$ cat config.mk
export PLATFORM = sky130hd
export DESIGN_NAME = macro_reduction_seq_and
export DESIGN_NICKNAME = d
export VERILOG_FILES = /design/src/rtl/macro_reduction_seq_and.sv
export SDC_FILE = /design/constraint.sdc
export NUM_CORES = 1
export LEC_CHECK = 0
export CORE_UTILIZATION = 55
export DETAILED_ROUTE_END_ITERATION = 10
export GPL_TIMING_DRIVEN = 0
export PLACE_DENSITY = 0.9
export SETUP_SLACK_MARGIN = 0.05
export SLEW_MARGIN = 20
export SYNTH_ARGS = -nofsm -noshare
export SYNTH_HDL_FRONTEND = slang
export SYNTH_SLANG_ARGS = --single-unit
$ cat constraint.sdc
create_clock -name clk -period 3.9 [get_ports clk]
set_input_delay 0.78 -clock clk [delete_from_list [all_inputs] [get_ports clk]]
set_output_delay 0.78 -clock clk [all_outputs]
set_load 0.02 [all_outputs]
$ cat src/rtl/macro_reduction_seq_and.sv
// macro_reduction_seq_and
// Multi-pass AND-reduction sequencer. One request of INPUT_COUNT operands is
// latched, then reduced CHUNK_COUNT operands per cycle through a small
// combinational AND tree into an accumulator. The result is held in DONE
// until the consumer takes it.
// Optional build macro: MACRO_REDUCTION_SEQ_EARLY_EXIT_EN -- finish as soon as
// the running AND reaches zero, reporting the passes actually used.
module macro_reduction_seq_and #(
    parameter int INPUT_WIDTH = 8,
    parameter int INPUT_COUNT = 16,
    parameter int CHUNK_COUNT = 4,
    localparam int PASSES = (INPUT_COUNT + ((CHUNK_COUNT < 1) ? 1 : CHUNK_COUNT) - 1)
                            / ((CHUNK_COUNT < 1) ? 1 : CHUNK_COUNT),
    localparam int PASS_W = $clog2(PASSES + 1)
) (
    input  logic                               clk,
    input  logic                               resetn,
    input  logic                               i_valid,
    output logic                               o_ready,
    input  logic [INPUT_WIDTH*INPUT_COUNT-1:0] i_d,
    output logic                               o_valid,
    input  logic                               i_ready,
    output logic [INPUT_WIDTH-1:0]             o_q,
    output logic [PASS_W-1:0]                  o_passes,
    output logic                               o_busy
);

    localparam int CNT_W = (PASSES > 1) ? $clog2(PASSES) : 1;
    localparam int LANES = PASSES * CHUNK_COUNT;
    localparam logic [CNT_W-1:0]  LAST_CNT   = CNT_W'(PASSES - 1);
    localparam logic [PASS_W-1:0] PASSES_VAL = PASS_W'(PASSES);

    if (INPUT_COUNT < 1 || CHUNK_COUNT < 1) begin : g_bad_params
        $error("macro_reduction_seq_and: INPUT_COUNT and CHUNK_COUNT must both be >= 1");
    end

    typedef enum logic [1:0] {
        ST_IDLE = 2'd0,
        ST_BUSY = 2'd1,
        ST_DONE = 2'd2
    } state_t;

    state_t                             state_reg;
    logic [INPUT_WIDTH*INPUT_COUNT-1:0] operand_reg;
    logic [INPUT_WIDTH-1:0]             acc_reg;
    logic [CNT_W-1:0]                   cnt_reg;

    // Operand register viewed as [pass][lane]; lanes past the last real
    // operand read as all-ones so they never clear result bits.
    logic [INPUT_WIDTH-1:0] padded [PASSES][CHUNK_COUNT];
    logic [INPUT_WIDTH-1:0] tree_and;
    logic [INPUT_WIDTH-1:0] acc_next;
    logic                   exit_now;
    logic [PASS_W-1:0]      passes_now;

    for (genvar gi = 0; gi < LANES; gi++) begin : g_lane
        if (gi < INPUT_COUNT) begin : g_real
            assign padded[gi / CHUNK_COUNT][gi % CHUNK_COUNT] =
                operand_reg[gi*INPUT_WIDTH +: INPUT_WIDTH];
        end else begin : g_pad
            assign padded[gi / CHUNK_COUNT][gi % CHUNK_COUNT] = '1;
        end
    end

    // Chunk-wide AND tree over the chunk selected by the pass counter.
    always_comb begin
        tree_and = '1;
        for (int l = 0; l < CHUNK_COUNT; l++) begin
            tree_and = tree_and & padded[cnt_reg][l];
        end
        acc_next = acc_reg & tree_and;
    end

    // Decide whether this pass is the final one and how many passes it took.
`ifdef MACRO_REDUCTION_SEQ_EARLY_EXIT_EN
    always_comb begin
        exit_now   = (cnt_reg == LAST_CNT) || (acc_next == '0);
        passes_now = PASS_W'(cnt_reg) + PASS_W'(1);
    end
`else
    always_comb begin
        exit_now   = (cnt_reg == LAST_CNT);
        passes_now = PASSES_VAL;
    end
`endif

    // Control FSM with registered handshake/status outputs and datapath state.
    always_ff @(posedge clk or negedge resetn) begin
        if (!resetn) begin
            state_reg   <= ST_IDLE;
            operand_reg <= '0;
            acc_reg     <= '0;
            cnt_reg     <= '0;
            o_ready     <= 1'b1;
            o_valid     <= 1'b0;
            o_busy      <= 1'b0;
            o_q         <= '0;
            o_passes    <= '0;
        end else begin
            case (state_reg)
                ST_IDLE: begin
                    if (i_valid) begin
                        operand_reg <= i_d;
                        acc_reg     <= '1;
                        cnt_reg     <= '0;
                        o_ready     <= 1'b0;
                        o_busy      <= 1'b1;
                        state_reg   <= ST_BUSY;
                    end
                end
                ST_BUSY: begin
                    acc_reg <= acc_next;
                    if (exit_now) begin
                        o_q       <= acc_next;
                        o_passes  <= passes_now;
                        o_valid   <= 1'b1;
                        state_reg <= ST_DONE;
                    end else begin
                        cnt_reg <= cnt_reg + CNT_W'(1);
                    end
                end
                ST_DONE: begin
                    if (i_ready) begin
                        o_valid   <= 1'b0;
                        o_ready   <= 1'b1;
                        o_busy    <= 1'b0;
                        state_reg <= ST_IDLE;
                    end
                end
                default: begin
                    o_valid   <= 1'b0;
                    o_ready   <= 1'b1;
                    o_busy    <= 1'b0;
                    state_reg <= ST_IDLE;
                end
            endcase
        end
    end

endmodule

Yosys cells after proc, flatten, opt, wreduce, memory -nomap -nowiden
Index checks and enable logic that the tools add are counted.

Register bits after elaboration: 152. Bits of input ports: 132. Output and inout bits: 14. Logic and storage cells: 54.

Add/sub/neg operators: 1. Order comparisons: 1. Equality and inequality tests: 7. Multiplexer cells: 20. Bitwise gates (word level): 7. Reduce and logical (&&, ||, !) cells: 9.

Operators by type and width (number): 32-bit binary-select mux with 2-bit select (1); 32-bit two-way mux (2); 8-bit bitwise AND (4); 8-bit case mux with 2 select lines (1); 3-bit AND reduction (4); 2-bit two-way mux (5); 1-bit case mux with 3 select lines (3); 8-bit two-way mux (1); 2-bit inequality test (second input constant) (4); 2-bit case mux with 3 select lines (1); 2-bit AND reduction (3); 1-bit two-way mux (5); 2-bit equality test (second input constant) (2); 2-bit case mux with 2 select lines (1); 3-bit >= comparator (second input constant) (1); 2-bit inverter with 3-bit output (1); 2-bit by 1-bit adder with 2-bit output (second input constant) (1); 2-bit by 1-bit equality test with 1-bit output (second input constant) (1); 2-bit zero test (1); 1-bit inverter (2); 2-bit nonzero test (1).

Longest topological paths before layout
Word-level depth: 9. Gate-level depth with buffers: 6. Depth with buffers taken out: 5.

Worst setup path before layout
No wires, ideal clock.

Path kind: input -> register. Start point: in i_valid. End point: reg operand_reg[0]. Library setup time: 0.125 ns. Arrival: 1.751 ns. Required time: 3.775 ns. Slack: 2.024 ns. Stages on the path: 5. Path buffers: 2. Cell sequence: nor2b_1 -> and2_1 -> buf_6 -> buf_6 -> mux2_4.

Longest elaborated chain between the ends: 1.

RTL lines: from (decl) (RTL line 18) `input logic i_valid,`; 2-bit AND reduction (no line); to (signal assigned) (RTL line 103) `operand_reg <= i_d;`; to (decl) (RTL line 44) `logic [INPUT_WIDTH*INPUT_COUNT-1:0] operand_reg;`.

No other way between the ends. A chain may end at the register's enable or synchronous reset.

Final worst setup path
Start point: reg o_ready. End point: out o_ready.

RTL lines: from (decl) (RTL line 19) `output logic o_ready,`; from (signal assigned) (RTL line 94) `o_ready <= 1'b1;`; from (signal assigned) (RTL line 106) `o_ready <= 1'b0;`; from (signal assigned) (RTL line 125) `o_ready <= 1'b1;`.

No word-level cell between the ends.

==> flow_metrics.tcl <==
set metrics [dict create \
    status "finished with violations" \
    violations "design-rule violations" \
    ys_seq_elements 152 \
    met1_length_um 6770 \
    cts_root_buf "clkbuf_16" \
    top_layer_used "met4" \
    fp-row-count 39 \
    hpwl_um 11700 \
    netlist_instances 445 \
    synth.distinct_cells 37 \
    layout_commonest_cell "dfrtp_1" \
    timing.max_cap.violations 0 \
    avgSynthCellArea_um2 14.9 \
    initial_core_util 0.573 \
    clockBufferDepth 2 \
    drt-initial-drc-count 364 \
    dieArea_um2 12500 \
    p_leak_nw 3.89 \
    antenna_found_initial 0 \
    cp_top_family "buffers and inverters" \
    vias 4350 \
    grt_max_degree 94 \
    tns_ns 0 \
    synth_seq_area_share 0.574 \
    worst_pin_slew_ns 0.714 \
    path_cells "clkdlybuf4s50_1" \
    rsz0062_at_grt "false" \
    grt_usage 0.291 \
    area_delta_synth_final_pct 33.9 \
    cts.sinks 152 \
    layout-drive-gt1-share 0.260 \
    cts_tree "done" \
    cp.arrival_ns 1.57 \
    io_pins 146 \
    max_freq_mhz 426 \
    critical_path_class "reg -> out" \
    cts_hold_buffers 0 \
    die_h_um 112 \
    ir_drop_uv 419 \
    worstSkewPairLatency_ns 0.43 \
    grt_pass1_vias 4847 \
    ant_nets 0 \
    totalWireLength_um 16900 \
    nNetsFinal 742 \
    worstSetupEndpointType "primary output" \
    die_w_um 112 \
    p_per_area_nw_per_um2 796 \
    grt_pass1_wl_um 26700 \
    wl_met2_um 8480 \
    overflow 0 \
    drc 8 \
    wire_per_inst_um 22.0 \
    dp.cells 733 \
    max_stage_delay_ns 0.60 \
    hp-class "in -> async" \
    critical_path_buf_inv_count 1 \
    num_antenna_cells 0 \
    cts.htree.levels 4 \
    relSlewSlack 0.522 \
    cts_setup_buffers 0 \
    coreArea_um2 11600 \
    largest_reg_flops 128 \
    final.setup_skew_ns 0.00813 \
    place_congestion 0.775 \
    ctsResizeCount 0 \
    drv_slew 0 \
    slowest_stage "clkdlybuf4s50_1" \
    crit_path_max_fanout 3 \
    stdcell_count 765 \
    drt_pass1_iterations 7 \
    yosys_warnings 0 \
    wl_met3_um 995 \
    setup_viol 0 \
    cp.required_ns 3.12 \
    finalCriticalPeriod_ns 2.35 \
    numCtsBuffers 17 \
    layout_common_cells "151 x dfrtp_1, 142 x clkdlybuf4s50_1, 100 x mux2_4" \
    synth_area_um2 6620 \
    critPathLaunchType "register" \
    vias_per_cell 5.69 \
    hold_violations 0 \
    period_share 0.602 \
    port_buffers 143 \
    clk_pin_slew_ns 0.06 \
]
-- path summary, 6_finish.rpt --
check	start	endpoint	slack, ns	cells past startpoint
worst max-delay path	o_ready	o_ready	1.55	1
max in group asynchronous	resetn	operand_reg[123]	2.83	2
min in group clk	o_passes[2]	o_passes[2]	0.48	1
worst min-delay path	resetn	operand_reg[11]	0.27	1
worst max register to register	cnt_reg[0]	o_q[4]	1.96	5
worst min register to register	o_passes[2]	o_passes[2]	0.48	1
-- logic make-up (layout without fill, tap and decap cells) --
logic type	count (synthesis)	in the layout	synth area share
buf+inv	27	203	0.0338
mux	128	128	0.274
flops	152	152	0.574
compound gates	40	40	0.0370
simple gates	96	96	0.0780
fa+ha+maj	1	1	0.00189
other cells	1	2	0.000566
-- per-stage QoR --
step                       util  hold slack (ns)  total power [mW]  setup slack [ns]  instance area, um2
after floorplan               -            0.449              4.54              2.02                6630
after global placement    0.712            0.454              5.18             -3.58                8240
after detailed placement  0.715            0.458              5.34              1.39                8270
after CTS                 0.767            0.283              7.06              1.54                8870
after global routing      0.767            0.301              7.38              1.51                8870
final                     0.767            0.265              7.06              1.55                8870
-- per-layer routing --
| layer | global-route usage | vias to the layer above |
|---|---|---|
| met5 | 0 | - |
| met4 | 0.161 | 0 |
| met3 | 0.0724 | 42 |
| met2 | 0.484 | 162 |
| met1 | 0.348 | 2208 |
| li1 | - | 1938 |
-- report_power, final --
part / internal, mW / total [mW] / switching (mW)
clock network: 1.02 / 1.67 / 0.646
registers: 2.39 / 2.93 / 0.541
logic: 1.48 / 2.46 / 0.981
total: 4.89 / 7.06 / 2.17
-- cell usage after synthesis (all sizes together) --
master | number | area [um2]
a21oi | 11 | 58.8
a31o | 1 | 8.76
a31oi | 19 | 119
a41oi | 1 | 8.76
and2 | 1 | 6.26
and3 | 4 | 25.0
and4 | 12 | 105
and4b | 1 | 10.0
buf | 19 | 194
clkbuf | 2 | 7.51
conb | 1 | 3.75
dfrtp | 151 | 3780
dfstp | 1 | 26.3
ha | 1 | 12.5
inv | 6 | 22.5
mux2 | 128 | 1820
nand2 | 18 | 67.6
nand2b | 2 | 12.5
nand3 | 24 | 120
nand4 | 3 | 18.8
nand4b | 1 | 8.76
nor2 | 11 | 41.3
nor2b | 2 | 12.5
nor3 | 14 | 70.1
o21a | 1 | 7.51
o21ai | 4 | 20.0
o21bai | 1 | 7.51
o22ai | 1 | 6.26
o31a | 1 | 8.76
or2 | 1 | 6.26
or3 | 2 | 12.5
-- final cells by class --
class                   instances  area (um2)
plain buffers                  21         201
clock buffers                  20         447
clock inverters                12         151
fillers                       674        2700
inverters                       6        22.5
multi-input cells             267        2600
flip-flops and latches        152        3800
well taps                     143         179
repair buffers                144        1460
No activity file was read; power rests on OpenSTA's default activity.
